### config.mk
export PLATFORM = sky130hd
export DESIGN_NAME = dcache_req_unit
export DESIGN_NICKNAME = d
export VERILOG_FILES = /design/src/rtl/dcache_req_unit.sv
export SDC_FILE = /design/constraint.sdc
export NUM_CORES = 1
export LEC_CHECK = 0
export CAP_MARGIN = 20
export CORE_MARGIN = 1.5
export CORE_UTILIZATION = 47
export CTS_BUF_LIST = sky130_fd_sc_hd__clkbuf_8
export DETAILED_ROUTE_END_ITERATION = 10
export PLACE_DENSITY_LB_ADDON = 0.05
export SLEW_MARGIN = 20
export SYNTH_ARGS = -nofsm -noshare
export SYNTH_HDL_FRONTEND = slang
export SYNTH_SLANG_ARGS = --single-unit
### constraint.sdc
create_clock -name clk -period 3.5 [get_ports clk]
set_input_delay 0.35 -clock clk [delete_from_list [all_inputs] [get_ports clk]]
set_output_delay 0.35 -clock clk [all_outputs]
set_load 0.01 [all_outputs]
### src/rtl/dcache_req_unit.sv
// rtl/dcache_req_unit.sv - MEM-stage data-cache initiator: aligns stores, issues cache requests, captures raw load data.
module dcache_req_unit (
  input  logic        clk,
  input  logic        rst,
  input  logic        req_valid,
  input  logic        req_load,
  input  logic        req_store,
  input  logic [2:0]  funct3,
  input  logic [31:0] addr,
  input  logic [31:0] rs2_out,
  input  logic [31:0] dmem_rdata,
  input  logic        dmem_resp,
  output logic        dmem_read,
  output logic        dmem_write,
  output logic [31:0] dmem_address,
  output logic [31:0] dmem_wdata,
  output logic [3:0]  dmem_wmask,
  output logic        stall,
  output logic        done_valid,
  output logic [31:0] mdrreg_out,
  output logic [3:0]  rmask,
  output logic        bad_access
);

  typedef enum logic [1:0] {IDLE, BUSY, DONE} state_t;

  state_t      state;
  logic [3:0]  pend_rmask;
  logic        mem_op;
  logic        is_load;
  logic        align_ok;
  logic        f3_ok;
  logic        accept;
  logic [3:0]  byte_mask;
  logic [31:0] aligned_wdata;

  always_comb begin
    mem_op  = req_valid & (req_load | req_store);
    // A request flagged as both load and store is handled as a load.
    is_load = req_load;

    align_ok = 1'b1;
    case (funct3[1:0])
      2'b01:   align_ok = ~addr[0];
      2'b10:   align_ok = (addr[1:0] == 2'b00);
      default: align_ok = 1'b1;
    endcase

    if (is_load)
      f3_ok = funct3 inside {3'b000, 3'b001, 3'b010, 3'b100, 3'b101};
    else
      f3_ok = funct3 inside {3'b000, 3'b001, 3'b010};

    bad_access = mem_op & ~(align_ok & f3_ok);

    byte_mask     = 4'b1111;
    aligned_wdata = rs2_out;
    case (funct3[1:0])
      2'b00: begin
        byte_mask     = 4'b0001 << addr[1:0];
        aligned_wdata = {4{rs2_out[7:0]}};
      end
      2'b01: begin
        byte_mask     = 4'b0011 << {addr[1], 1'b0};
        aligned_wdata = {2{rs2_out[15:0]}};
      end
      default: begin
        byte_mask     = 4'b1111;
        aligned_wdata = rs2_out;
      end
    endcase

    accept = (state == IDLE) & mem_op & ~bad_access;
    stall  = accept | (state == BUSY);
  end

  always_ff @(posedge clk) begin
    if (rst) begin
      state        <= IDLE;
      dmem_read    <= 1'b0;
      dmem_write   <= 1'b0;
      dmem_address <= 32'h0;
      dmem_wdata   <= 32'h0;
      dmem_wmask   <= 4'h0;
      pend_rmask   <= 4'h0;
      done_valid   <= 1'b0;
      mdrreg_out   <= 32'h0;
      rmask        <= 4'h0;
    end else begin
      case (state)
        IDLE: begin
          if (accept) begin
            dmem_address <= {addr[31:2], 2'b00};
            dmem_wdata   <= is_load ? 32'h0 : aligned_wdata;
            dmem_wmask   <= is_load ? 4'h0 : byte_mask;
            pend_rmask   <= byte_mask;
            dmem_read    <= is_load;
            dmem_write   <= ~is_load;
            state        <= BUSY;
          end
        end
        BUSY: begin
          if (dmem_resp) begin
            dmem_read  <= 1'b0;
            dmem_write <= 1'b0;
            done_valid <= 1'b1;
            // dmem_read is still high here, so it identifies the access kind.
            if (dmem_read) begin
              mdrreg_out <= dmem_rdata;
              rmask      <= pend_rmask;
            end else begin
              rmask      <= 4'h0;
            end
            state <= DONE;
          end
        end
        DONE: begin
          done_valid <= 1'b0;
          state      <= IDLE;
        end
        default: state <= IDLE;
      endcase
    end
  end

endmodule

Word-level counts from Yosys, hierarchy flattened
Index checks and enable logic that the tools add are counted.
- flip-flop bits (word level): 111
- output and inout bits: 109
- logic and storage cells: 64
- input bits: 105
- muxes and demuxes: 17
- shifts and indexed selects: 2
- eq/ne operators: 10
- bitwise logic cells: 11
- reduce and logical (&&, ||, !) cells: 14
- operators with widths (cell ; number):
    one-hot mux 32 bit (2 select lines) ; 1
    two-way mux 32 bit ; 1
    two-way mux 4 bit ; 2
    one-hot mux 1 bit (2 select lines) ; 4
    one-hot mux 4 bit (2 select lines) ; 1
    AND reduction 2 bit ; 4
    == test 3 bit, second input constant ; 2
    zero test 2 bit ; 3
    AND reduction 3 bit ; 2
    AND 1 bit ; 5
    two-way mux 1 bit ; 5
    nonzero test 5 bit ; 1
    == test 2 x 1 -> 1 bit, second input constant ; 2
    == test 2 bit, second input constant ; 2
    two-way mux 2 bit ; 2
    inequality test 2 bit, second input constant ; 2
    inverter 1 bit ; 4
    one-hot mux 2 bit (2 select lines) ; 1
    nonzero test 2 bit ; 2
    << shifter 1 x 2 -> 4 bit, first input constant ; 1
    << shifter 2 x 2 -> 4 bit, first input constant ; 1
    == test 3 x 1 -> 1 bit, second input constant ; 1
    == test 3 x 2 -> 1 bit, second input constant ; 1
    zero test 3 bit ; 1
    other kinds (2) ; 3

Logic depth before layout (Yosys ltp)
- depth in word-level cells: 10
- depth in mapped cells: 10
- mapped depth without buffers: 6

Worst setup path after synthesis
OpenSTA, ideal clock, no wires.
- path type: input to output
- start point: input funct3[1]
- end point: output bad_access
- data required time: 3.150 ns
- arrival time: 1.840 ns
- buffers on the path: 4
- stages: 9
- slack: 1.310 ns
- cell sequence: inv_1 -> ha_1 -> buf_2 -> nor4_1 -> a211o_1 -> buf_6 -> buf_6 -> buf_2 -> o21a_1
- longest elaborated chain between the ends: 6
- elaborated cells between the ends (all ways): 14
- classes of those cells: eq/ne: 6; mux: 2; bitwise: 3; reduce/logical: 3
- ends and longest elaborated chain (what ; line ; RTL):
    start: declaration ; 8 ; input logic [2:0] funct3,
    == test 3 x 1 -> 1 bit, or another cell as far along ; 50, 52 ;
    nonzero test 5 bit / nonzero test 3 bit (equally long branches) ; 50, 52 ;
    two-way mux 1 bit ; 49 ; if (is_load)
    AND 1 bit (*) ; 54 ; bad_access = mem_op & ~(align_ok & f3_ok);
    inverter 1 bit (*) ; 54 ;
    AND 1 bit (*) ; 54 ;
    end: declaration ; 22 ; output logic bad_access
Every way passes the cells marked *; elsewhere a longest branch is shown, timed or not.

Worst setup path in the final report
Same ends and word-level chain as after synthesis.

==> impl_results.md <==
* Pre-Repair DR Iteration Count at 5
* Post-synthesis async set-or-reset flop share at 0%
* Syn_area_per_cell at around 8 um^2
* TritonCTS clock tree: built
* Routed vias at between 5000 and 6000
* Initial DRC count at 272
* Sequential-to-total area share from yosys stat at between 40% and 50%
* Antenna violations before repair at 0
* Post-synth EDFFs at 0
* Number of core rows at 36
* Share of cells above drive strength 1 at 4.02%
* Most frequent cells in the layout: 210 x clkdlybuf4s50_1, 111 x dfxtp_1, 110 x a21oi_1
* Crit path capture type: output port
* Buffers & Inverters on Critical Path at 4
* Post_cts resized at 0
* Clock Latency Late Sink at about 380 ps
* Clock tree sinks at 111
* Crit-path max FO at 8
* Crit path cell chain: clkdlybuf4s50_1 > inv_1 > ha_1 > nor4_1 > buf_4 > a211o_2 > o21a_1 > clkdlybuf4s50_1
* Setup TNS at 0 ps
* FMAX at about 350 MHz
* Yosys warns at 0
* Core area at between 9000 and 10000 um^2
* Unrepaired setup endpoints after global routing: false
* Detail Placement HPWL at 10000 um
* GPL Wtd Cong at ~0.87
* H-tree lvl count at 3
* Via-per-instance ratio at 5.67
* Maxcap violations at 0
* GR Overflow Total at 0
* Hold WC Path Type: reg -> reg
* CP top delay family: buffers and inverters
* Horiz. Die Dim at 104 um
* Max-slew violations at 0
* DR DRC count at 0
* Clk slew on worst S/H paths at about 90 ps
* Routed Antenna Nets at 0
* Starting Density at about 50%
* P_leak at between 2 and 2.5 nW
* Worst-margin pin slew at ~1000 ps
* Post-route insts no fill at 904
* Final nets at 876
* Dpl cells at 889
* PD cells at 355 nW/um^2
* Cell mode on critical path: clkdlybuf4s50_1
* Max-slew headroom at 32.2%
* Area grow syn2layout at 47.8%
* Vias in the first global route at 4808
* Final Setup Violations at 0
* Seq cells post-synth at between 100 and 150
* Clock buffer depth at 2
* CTS Hold Bufs at 0
* Maximum vdd ir drop at approximately 0.26 mV
* Clk_skew at between 8 and 9 ps
* Total track usage at 26.1%
* Num CTS Buffers at 9
* Worst stage delay on the critical path at around 550 ps
* Die height at 104 um
* PortBufs at approximately 210
* Commonest non-fill, non-tap cell in the layout: clkdlybuf4s50_1
* Data required time at the worst endpoint at between 3000 and 4000 ps
* Largest net degree at the start of global routing at a little over 90
* Final critical-path share of the clock period at between 80% and 90%
* Routed WL at ~15000 um
* Top_reg_cell synth: dfxtp_1
* Num ports at approximately 210
* Post-CTS setup buffer count at 0
* Arr. time, crit path at 2510 ps
* Post-Syn Instances at between 500 and 600
* Setup CP Type: in -> out
* Status: completed
* Cell variety after synth at 39
* Final worst path period need at roughly 2900 ps
* Critical Path Start Type: primary input
* Avg WL per Cell at 16.1 um
* Post-Syn Area at about 4800 um^2
* Root Buffer: clkbuf_8
* First-pass GRT wire length at ~23000 um
* Slowest CP cell: clkdlybuf4s50_1
* Diode count at 0
* Hold Vio Cnt, Final at 0
* DIE AREA at ~11000 um^2
-- path summary, 6_finish.rpt --
kind                       start        endpoint  slack [ps]  depth (start not counted)
setup / recovery       funct3[1]      bad_access         640                          8
hold / removal    mdrreg_out[15]  mdrreg_out[15]         460                          2
setup reg to reg        state[0]  dmem_wdata[26]        1650                          5
hold reg to reg   mdrreg_out[15]  mdrreg_out[15]         460                          2
-- cell usage after synthesis, drive strengths merged, types with 2 or more instances --
master / n / area (um^2)
nor2: 8 / 30.0
or4: 14 / 105
a21oi: 110 / 551
o21a: 4 / 30.0
a22o: 3 / 26.3
nor2b: 3 / 18.8
a22oi: 15 / 113
a2111o: 5 / 56.3
dfxtp: 111 / 2220
inv: 6 / 22.5
nor3: 6 / 30.0
buf: 15 / 96.3
or2b: 2 / 15.0
ha: 4 / 50.1
nor4: 2 / 12.5
o2111ai: 5 / 43.8
nand3: 42 / 210
clkbuf: 50 / 188
o21ai: 83 / 415
nand2b: 7 / 43.8
o311ai: 3 / 43.8
nand4: 13 / 81.3
nand2: 76 / 285
-- report_power, final --
part           total [mW]  internal, mW  switching, mW
Sequential           1.31          1.29         0.0159
Combinational       0.443         0.212          0.232
Clock               0.763         0.342          0.420
-- layout make-up --
| class | count | area [um^2] |
|---|---|---|
| multi-input combinational | 418 | 2280 |
| clock inverter | 5 | 51.3 |
| inverter | 6 | 22.5 |
| sequential | 111 | 2220 |
| fill | 825 | 2750 |
| clock buffer | 10 | 138 |
| timing repair buffer | 221 | 2200 |
| tap | 133 | 166 |
-- routing by layer --
layer / part of all wire (%) / vias to the layer above / wire (um) / global-route usage, %
met5: 0 / - / 0 / 0
met4: 3.2 / 0 / 465 / 11.4
met3: 9.0 / 41 / 1310 / 8.46
met2: 46 / 249 / 6700 / 42.0
met1: 42 / 2356 / 6040 / 32.0
li1: - / 2478 / - / -
-- state kept, by name, indices dropped and copies added (netlist names) --
signal / cells
dmem_address: 30
dmem_read: 1
dmem_wdata: 32
dmem_wmask: 4
dmem_write: 1
done_valid: 1
mdrreg_out: 32
pend_rmask: 4
rmask: 4
state: 2
-- through the flow --
step,area (um^2),hold WS [ps],total power [mW],worst slack (ps),utilization (%)
detailed placement,6880,446,1.77,656,70.1
floorplan,4790,448,1.55,1310,-
global route,7070,480,2.61,500,72.0
global placement,6880,440,1.77,721,70.1
CTS,7070,460,2.52,614,72.0
finish,7070,456,2.51,638,72.0
-- kinds of logic after synthesis --
kind of cell | Yosys count | synth area share [%]
buffers and inverters | 71 | 6.41
flip-flops | 111 | 46.4
AO/OA/AOI/OAI | 233 | 27.6
other | 1 | 0.0784
adder cells (fa/ha/maj) | 4 | 1.05
AND/OR/NAND/NOR | 179 | 18.4
-- worst register-to-register path, cell delays in order (launching register included) --
cell and delay, ps:
dfxtp_1 360, nor2_1 230, o311ai_4 140, buf_4 300, or4_1 580, a21oi_1 180
Power figures use the tool's default switching activity.
